**src/rtl/global_parameter.sv**
```systemverilog
// -----------------------------------------------------------------------------
// global_parameter
//   Shared constants for the wind-speed generator chain and its downstream
//   stages: float/time widths, the IEEE-754 single-precision exponent field
//   bounds, and the width of the delivered-sample counter.
// -----------------------------------------------------------------------------
package global_parameter;

  localparam int SINGLE        = 32;  // single-precision float width
  localparam int WIDTH_TIME    = 32;  // simulation-time field width

  // Exponent field of a single-precision float; all ones means NaN or Inf.
  localparam int FP_EXP_MSB    = 30;
  localparam int FP_EXP_LSB    = 23;

  localparam int WIDTH_STEPCNT = 16;  // delivered-sample counter width

endpackage : global_parameter

```
**src/rtl/vwind_sample_ctrl.sv**
```systemverilog
// -----------------------------------------------------------------------------
// vwind_sample_ctrl
//   Captures the wind generator's VWind word once per simulation step, after
//   CAP_DELAY cycles of pipeline settling. NaN/Inf words are screened and
//   replaced by the last good value. The sample is then offered to the solver
//   over a valid/ready handshake.
//
// Parameters
//   CAP_DELAY  cycles from sta to a stable VWind (1..15)
//   SW         float data width
//   TW         simulation-time width
//
// Ports
//   clk         in   sole clock
//   rst         in   asynchronous reset, active high
//   sta         in   simulation-step strobe
//   VWind       in   wind speed from the generator (single-precision float)
//   sim_time    in   current simulation time
//   rdy_out     in   solver ready
//   vw_out      out  accepted wind speed
//   t_out       out  sim_time captured with the sample
//   vw_valid    out  sample offered to the solver
//   vw_changed  out  vw_out differs bitwise from the previously delivered sample
//   vw_bad      out  captured word was NaN/Inf; last good value substituted
//   step_cnt    out  count of delivered samples (wraps)
//   overrun     out  sticky: sta arrived while busy
// -----------------------------------------------------------------------------
module vwind_sample_ctrl
  import global_parameter::*;
#(
  parameter int CAP_DELAY = 4,
  parameter int SW        = SINGLE,
  parameter int TW        = WIDTH_TIME
) (
  input  logic                     clk,
  input  logic                     rst,
  input  logic                     sta,
  input  logic [SW-1:0]            VWind,
  input  logic [TW-1:0]            sim_time,
  input  logic                     rdy_out,
  output logic [SW-1:0]            vw_out,
  output logic [TW-1:0]            t_out,
  output logic                     vw_valid,
  output logic                     vw_changed,
  output logic                     vw_bad,
  output logic [WIDTH_STEPCNT-1:0] step_cnt,
  output logic                     overrun
);

  localparam int CNT_W = 4;  // holds CAP_DELAY-1 for CAP_DELAY up to 15

  typedef enum logic [1:0] {
    S_IDLE,
    S_WAIT,
    S_CAPTURE,
    S_OFFER
  } state_t;

  state_t             state_q, state_d;
  logic [CNT_W-1:0]   cnt_q, cnt_d;

  logic [SW-1:0]            vw_out_q, vw_out_d;
  logic [TW-1:0]            t_out_q, t_out_d;
  logic [SW-1:0]            last_good_q, last_good_d;
  logic                     seen_good_q, seen_good_d;  // a good sample has been delivered since reset
  logic                     valid_q, valid_d;
  logic                     changed_q, changed_d;
  logic                     bad_q, bad_d;
  logic [WIDTH_STEPCNT-1:0] step_cnt_q, step_cnt_d;
  logic                     overrun_q, overrun_d;

  logic capture;
  logic xfer;
  logic is_special;

  assign capture    = (state_q == S_CAPTURE);
  assign xfer       = (state_q == S_OFFER) && rdy_out;
  assign is_special = (VWind[FP_EXP_MSB:FP_EXP_LSB] == '1);

  // ---------------------------------------------------------------------------
  // State register
  // ---------------------------------------------------------------------------
  // NOTE: sequential state uses non-blocking assignments so every flop samples
  // its pre-edge inputs regardless of the order the blocks are evaluated.
  always_ff @(posedge clk or posedge rst) begin
    if (rst) begin
      state_q <= S_IDLE;
      cnt_q   <= '0;
    end else begin
      state_q <= state_d;
      cnt_q   <= cnt_d;
    end
  end

  // ---------------------------------------------------------------------------
  // Next-state logic
  // ---------------------------------------------------------------------------
  // NOTE: every signal driven here gets a default first, so no path through
  // the case leaves it unassigned and no latch is inferred.
  always_comb begin
    state_d = state_q;
    cnt_d   = cnt_q;
    unique case (state_q)
      S_IDLE: begin
        if (sta) begin
          state_d = S_WAIT;
          cnt_d   = CNT_W'(CAP_DELAY - 1);
        end
      end
      S_WAIT: begin
        if (cnt_q == '0) state_d = S_CAPTURE;
        else             cnt_d   = cnt_q - 1'b1;
      end
      S_CAPTURE: state_d = S_OFFER;
      S_OFFER:   if (rdy_out) state_d = S_IDLE;
      default:   state_d = S_IDLE;
    endcase
  end

  // ---------------------------------------------------------------------------
  // Output logic: next values of the registered sample outputs
  // ---------------------------------------------------------------------------
  always_comb begin
    vw_out_d    = vw_out_q;
    t_out_d     = t_out_q;
    last_good_d = last_good_q;
    seen_good_d = seen_good_q;
    valid_d     = valid_q;
    changed_d   = changed_q;
    bad_d       = bad_q;
    step_cnt_d  = step_cnt_q;
    // A strobe outside IDLE is dropped but remembered until reset.
    overrun_d   = overrun_q | (sta && (state_q != S_IDLE));

    if (capture) begin
      valid_d = 1'b1;
      t_out_d = sim_time;
      if (is_special) begin
        bad_d     = 1'b1;
        changed_d = 1'b0;
      end else begin
        vw_out_d  = VWind;
        bad_d     = 1'b0;
        // Bitwise compare: +0 vs -0 counts as a change.
        changed_d = !seen_good_q || (VWind != last_good_q);
      end
    end

    if (xfer) begin
      valid_d    = 1'b0;
      step_cnt_d = step_cnt_q + 1'b1;
      if (!bad_q) begin
        last_good_d = vw_out_q;
        seen_good_d = 1'b1;
      end
    end
  end

  // NOTE: these are plain registers, not a memory array, so all of them are
  // cleared by the asynchronous reset.
  always_ff @(posedge clk or posedge rst) begin
    if (rst) begin
      vw_out_q    <= '0;
      t_out_q     <= '0;
      last_good_q <= '0;
      seen_good_q <= 1'b0;
      valid_q     <= 1'b0;
      changed_q   <= 1'b0;
      bad_q       <= 1'b0;
      step_cnt_q  <= '0;
      overrun_q   <= 1'b0;
    end else begin
      vw_out_q    <= vw_out_d;
      t_out_q     <= t_out_d;
      last_good_q <= last_good_d;
      seen_good_q <= seen_good_d;
      valid_q     <= valid_d;
      changed_q   <= changed_d;
      bad_q       <= bad_d;
      step_cnt_q  <= step_cnt_d;
      overrun_q   <= overrun_d;
    end
  end

  assign vw_out     = vw_out_q;
  assign t_out      = t_out_q;
  assign vw_valid   = valid_q;
  assign vw_changed = changed_q;
  assign vw_bad     = bad_q;
  assign step_cnt   = step_cnt_q;
  assign overrun    = overrun_q;

endmodule : vwind_sample_ctrl

```
**config.mk**
```make
export PLATFORM = sky130hd
export DESIGN_NAME = vwind_sample_ctrl
export DESIGN_NICKNAME = d
export VERILOG_FILES = /design/src/rtl/global_parameter.sv /design/src/rtl/vwind_sample_ctrl.sv
export SDC_FILE = /design/constraint.sdc
export NUM_CORES = 1
export LEC_CHECK = 0
export BUFFER_PORTS_ARGS = -buffer_cell sky130_fd_sc_hd__buf_2
export CORE_UTILIZATION = 52
export DETAILED_ROUTE_END_ITERATION = 12
export PLACE_DENSITY_LB_ADDON = 0.08
export RECOVER_POWER = 100
export SKIP_LAST_GASP = 1
export SLEW_MARGIN = 20
export SYNTH_ARGS = -nofsm -noshare
export SYNTH_HDL_FRONTEND = slang
export SYNTH_SLANG_ARGS = --single-unit
export TNS_END_PERCENT = 50
```
**constraint.sdc**
```tcl
create_clock -name clk -period 4.6 [get_ports clk]
set_clock_uncertainty 0.15 [all_clocks]
set_input_delay 0.69 -clock clk [delete_from_list [all_inputs] [get_ports clk]]
set_output_delay 0.69 -clock clk [all_outputs]
set_load 0.01 [all_outputs]
```
==> impl_metrics.json <==
{
  "status": "finished with violations",
  "violations": "capacitance limit, slew limit",
  "dieArea_um2": 10640,
  "vias": 3380,
  "drcViolationCount": 0,
  "synthDistinctLibCells": 36,
  "fin_area_um2": 6510,
  "worstSkewPairLatency_ns": 0.51,
  "wl_per_cell_um": 15.91,
  "critPathLaunchType": "flip-flop",
  "slowest_stage": "ha_1",
  "num_rows": 36,
  "post_cts_buffers": 0,
  "fin_nets": 598,
  "maxCapViolCount": 3,
  "grt_pass1_wl_mm": 16.77,
  "globalRouteOverflowTotal": 0,
  "crit_type": "flip-flop to flip-flop",
  "ant_nets": 0,
  "setup_violations": 0,
  "p_leak_nw": 2.928,
  "cts_tree": "built",
  "syn_inst": 362,
  "fmax_mhz": 326.7,
  "clk_path_buf_depth": 2,
  "crit_fanout": 37,
  "relSlewSlack_pct": -116.0,
  "synth_top_flop_cell": "dfrtp_1",
  "first_global_vias": 3450,
  "ios": 152,
  "cts_buffers": 17,
  "hpwl_mm": 7.294,
  "die_x_um": 103.2,
  "grt_max_degree": 75,
  "vdd_ir_drop_max_uv": 425.4,
  "drv_slew": 147,
  "worst_slack_ns": 1.539,
  "hp-class": "input pin to flip-flop",
  "hold_viol": 0,
  "track_usage_pct": 21.43,
  "synthesis.nets": 436,
  "crit_arrival_ns": 3.30,
  "worst_slew_pin_slew_ns": 3.223,
  "crit_path_end_kind": "flip-flop",
  "yosys_warnings": 0,
  "die_height_um": 103.2,
  "netlist_area_um2": 5321,
  "area_growth_pct": 22.34,
  "p_total_w": 0.004750,
  "synth_edf_count": 0,
  "period_share_pct": 66.55,
  "core_area_um2": 9864,
  "clkSlewWorstSetupHoldPaths_ns": 0.05,
  "cpPeakStageDelay_ns": 1.29,
  "place_congestion": 0.7680,
  "fillers": 816,
  "ys_ff_latch": 123,
  "reg2reg_slack_ns": 1.54,
  "p_per_area_nw_per_um2": 729.7,
  "post-route-util_pct": 65.99,
  "port-buffer-count": 151,
  "finalWorstPathRequiredPeriod_ns": 3.061,
  "wl_mm": 10.63,
  "syn_avg_cell_area_um2": 14.70,
  "initial_core_util_pct": 53.94,
  "placed_cell_area_um2": 6157,
  "yosysSeqAreaShare_pct": 57.84,
  "drtIter0Drc": 79,
  "drive_above_1_share_pct": 31.78,
  "via_per_inst": 5.060,
  "antenna_found_initial": 0,
  "cts.sink_count": 123,
  "pre_cts_ws_ns": 2.013,
  "crit_chain": "inv_1 > ha_1 > o21ai_4 > buf_16 > mux2_2",
  "cp.required_ns": 4.84,
  "antenna_cells": 0,
  "async_flop_share_pct": 100.0,
  "htreeDepth": 4,
  "hold_buffers": 0,
  "dr.pass1.iters": 4,
  "cts_root_buf": "clkbuf_8",
  "cts_resized": 0,
  "finalSetupTns_ns": 0,
  "rsz0062_at_grt": "false"
}
[final cells by class]
| type | count | area (um^2) | share of cell area [%] |
|---|---|---|---|
| Multi-Input combinational cell | 220 | 1994 | 30.64 |
| Clock buffer | 21 | 449.2 | 6.900 |
| Inverter | 8 | 31.28 | 0.4805 |
| Clock inverter | 9 | 97.59 | 1.499 |
| Timing Repair Buffer | 154 | 693.2 | 10.65 |
| Tap cell | 133 | 166.4 | 2.556 |
| Sequential cell | 123 | 3078 | 47.28 |
[registers in the layout, indices dropped and copies added (netlist names), 2 cells and up]
register / flops
last_good_q: 32
t_out: 32
vw_out: 32
step_cnt: 16
cnt_q: 4
state_q: 2
[power by group]
| group | internal [W] | leakage (nW) | switching [W] |
|---|---|---|---|
| Sequential | 0.00159 | 1.48 | 0.000330 |
| Clock | 0.000786 | 0.273 | 0.000444 |
| Combinational | 0.000817 | 1.18 | 0.000785 |
[cells in the mapped netlist, drive strengths merged (5+ instances only)]
master / count / share of area [%]
nand2: 12 / 0.89
inv: 8 / 0.56
nand2b: 5 / 0.59
dfrtp: 123 / 58
buf: 11 / 2.1
nor4: 8 / 0.94
xnor2: 12 / 2.0
nand3: 8 / 0.75
o21ai: 7 / 0.73
nand4: 5 / 0.59
xor2: 35 / 5.8
mux2: 98 / 23
ha: 6 / 1.4
[logic make-up (layout without fill, tap and decap cells)]
| group | Yosys count | count (layout) | share of synthesized area [%] |
|---|---|---|---|
| AO/OA/AOI/OAI | 15 | 15 | 1.857 |
| XOR/XNOR | 47 | 47 | 7.736 |
| adder cells (fa/ha/maj) | 6 | 6 | 1.411 |
| buffers and inverters | 19 | 192 | 2.704 |
| flip-flops | 123 | 123 | 57.84 |
| multiplexers | 100 | 100 | 23.16 |
| AND/OR/NAND/NOR | 52 | 52 | 5.291 |
[placed cells by master, fill, tap and decap left out, drive strengths merged]
| cell type | netlist | routed |
|---|---|---|
| buf | 11 | 70 |
| nor2b | 1 | 1 |
| a22o | 1 | 1 |
| mux2 | 98 | 98 |
| clkinv | 0 | 6 |
| or2 | 1 | 1 |
| clkinvlp | 0 | 2 |
| nor4 | 8 | 8 |
| mux2i | 2 | 2 |
| and4 | 1 | 1 |
| a21oi | 1 | 1 |
| bufinv | 0 | 2 |
| o211ai | 1 | 1 |
| o32a | 1 | 1 |
| nand4 | 5 | 5 |
| nor3 | 4 | 4 |
| nor2 | 4 | 4 |
| nand2b | 5 | 5 |
| nand3 | 8 | 8 |
| and3 | 2 | 2 |
| xnor2 | 12 | 12 |
| dfrtp | 123 | 123 |
| clkbuf | 0 | 105 |
| o22ai | 1 | 1 |
| o21a | 2 | 2 |
| inv | 8 | 7 |
| nand2 | 12 | 12 |
| ha | 6 | 6 |
| xor2 | 35 | 35 |
| a21o | 1 | 1 |
| nand3b | 1 | 1 |
| o21ai | 7 | 7 |
[worst max-delay path, delay by kind of cell (launching register included)]
kind	cells	cell delay, ns
AO/OA/AOI/OAI	1	0.38
adder cells (fa/ha/maj)	1	1.29
buffers and inverters	2	0.40
flip-flops	1	0.41
multiplexers	1	0.29
[per-layer routing]
layer | vias to the layer above | share of wire [%] | global-route usage (%)
met3 | 10 | 5.2 | 7.797
met1 | 1690 | 44 | 27.01
li1 | 1594 | - | -
met5 | - | 0 | 0
met4 | 0 | 1.1 | 7.476
met2 | 86 | 50 | 34.26
[per-stage QoR]
step           hold slack, ns  instances
2_1_floorplan          0.2843        362
3_3_place_gp           0.2864        637
3_5_place_dp           0.2913        637
4_1_cts                0.2265        667
5_1_grt                0.2361        668
6_report               0.2536        668
[worst paths after layout]
check                      cells after the start             end        start
hold / removal                                 2        t_out[1]  sim_time[1]
setup / recovery                               5      vw_out[31]   state_q[0]
hold reg to reg                                1         overrun      overrun
setup reg to reg                               5      vw_out[31]   state_q[0]
max in group asynchronous                      3  last_good_q[7]          rst
min in group asynchronous                      2       t_out[17]          rst
(Power assumes the default switching activity.)
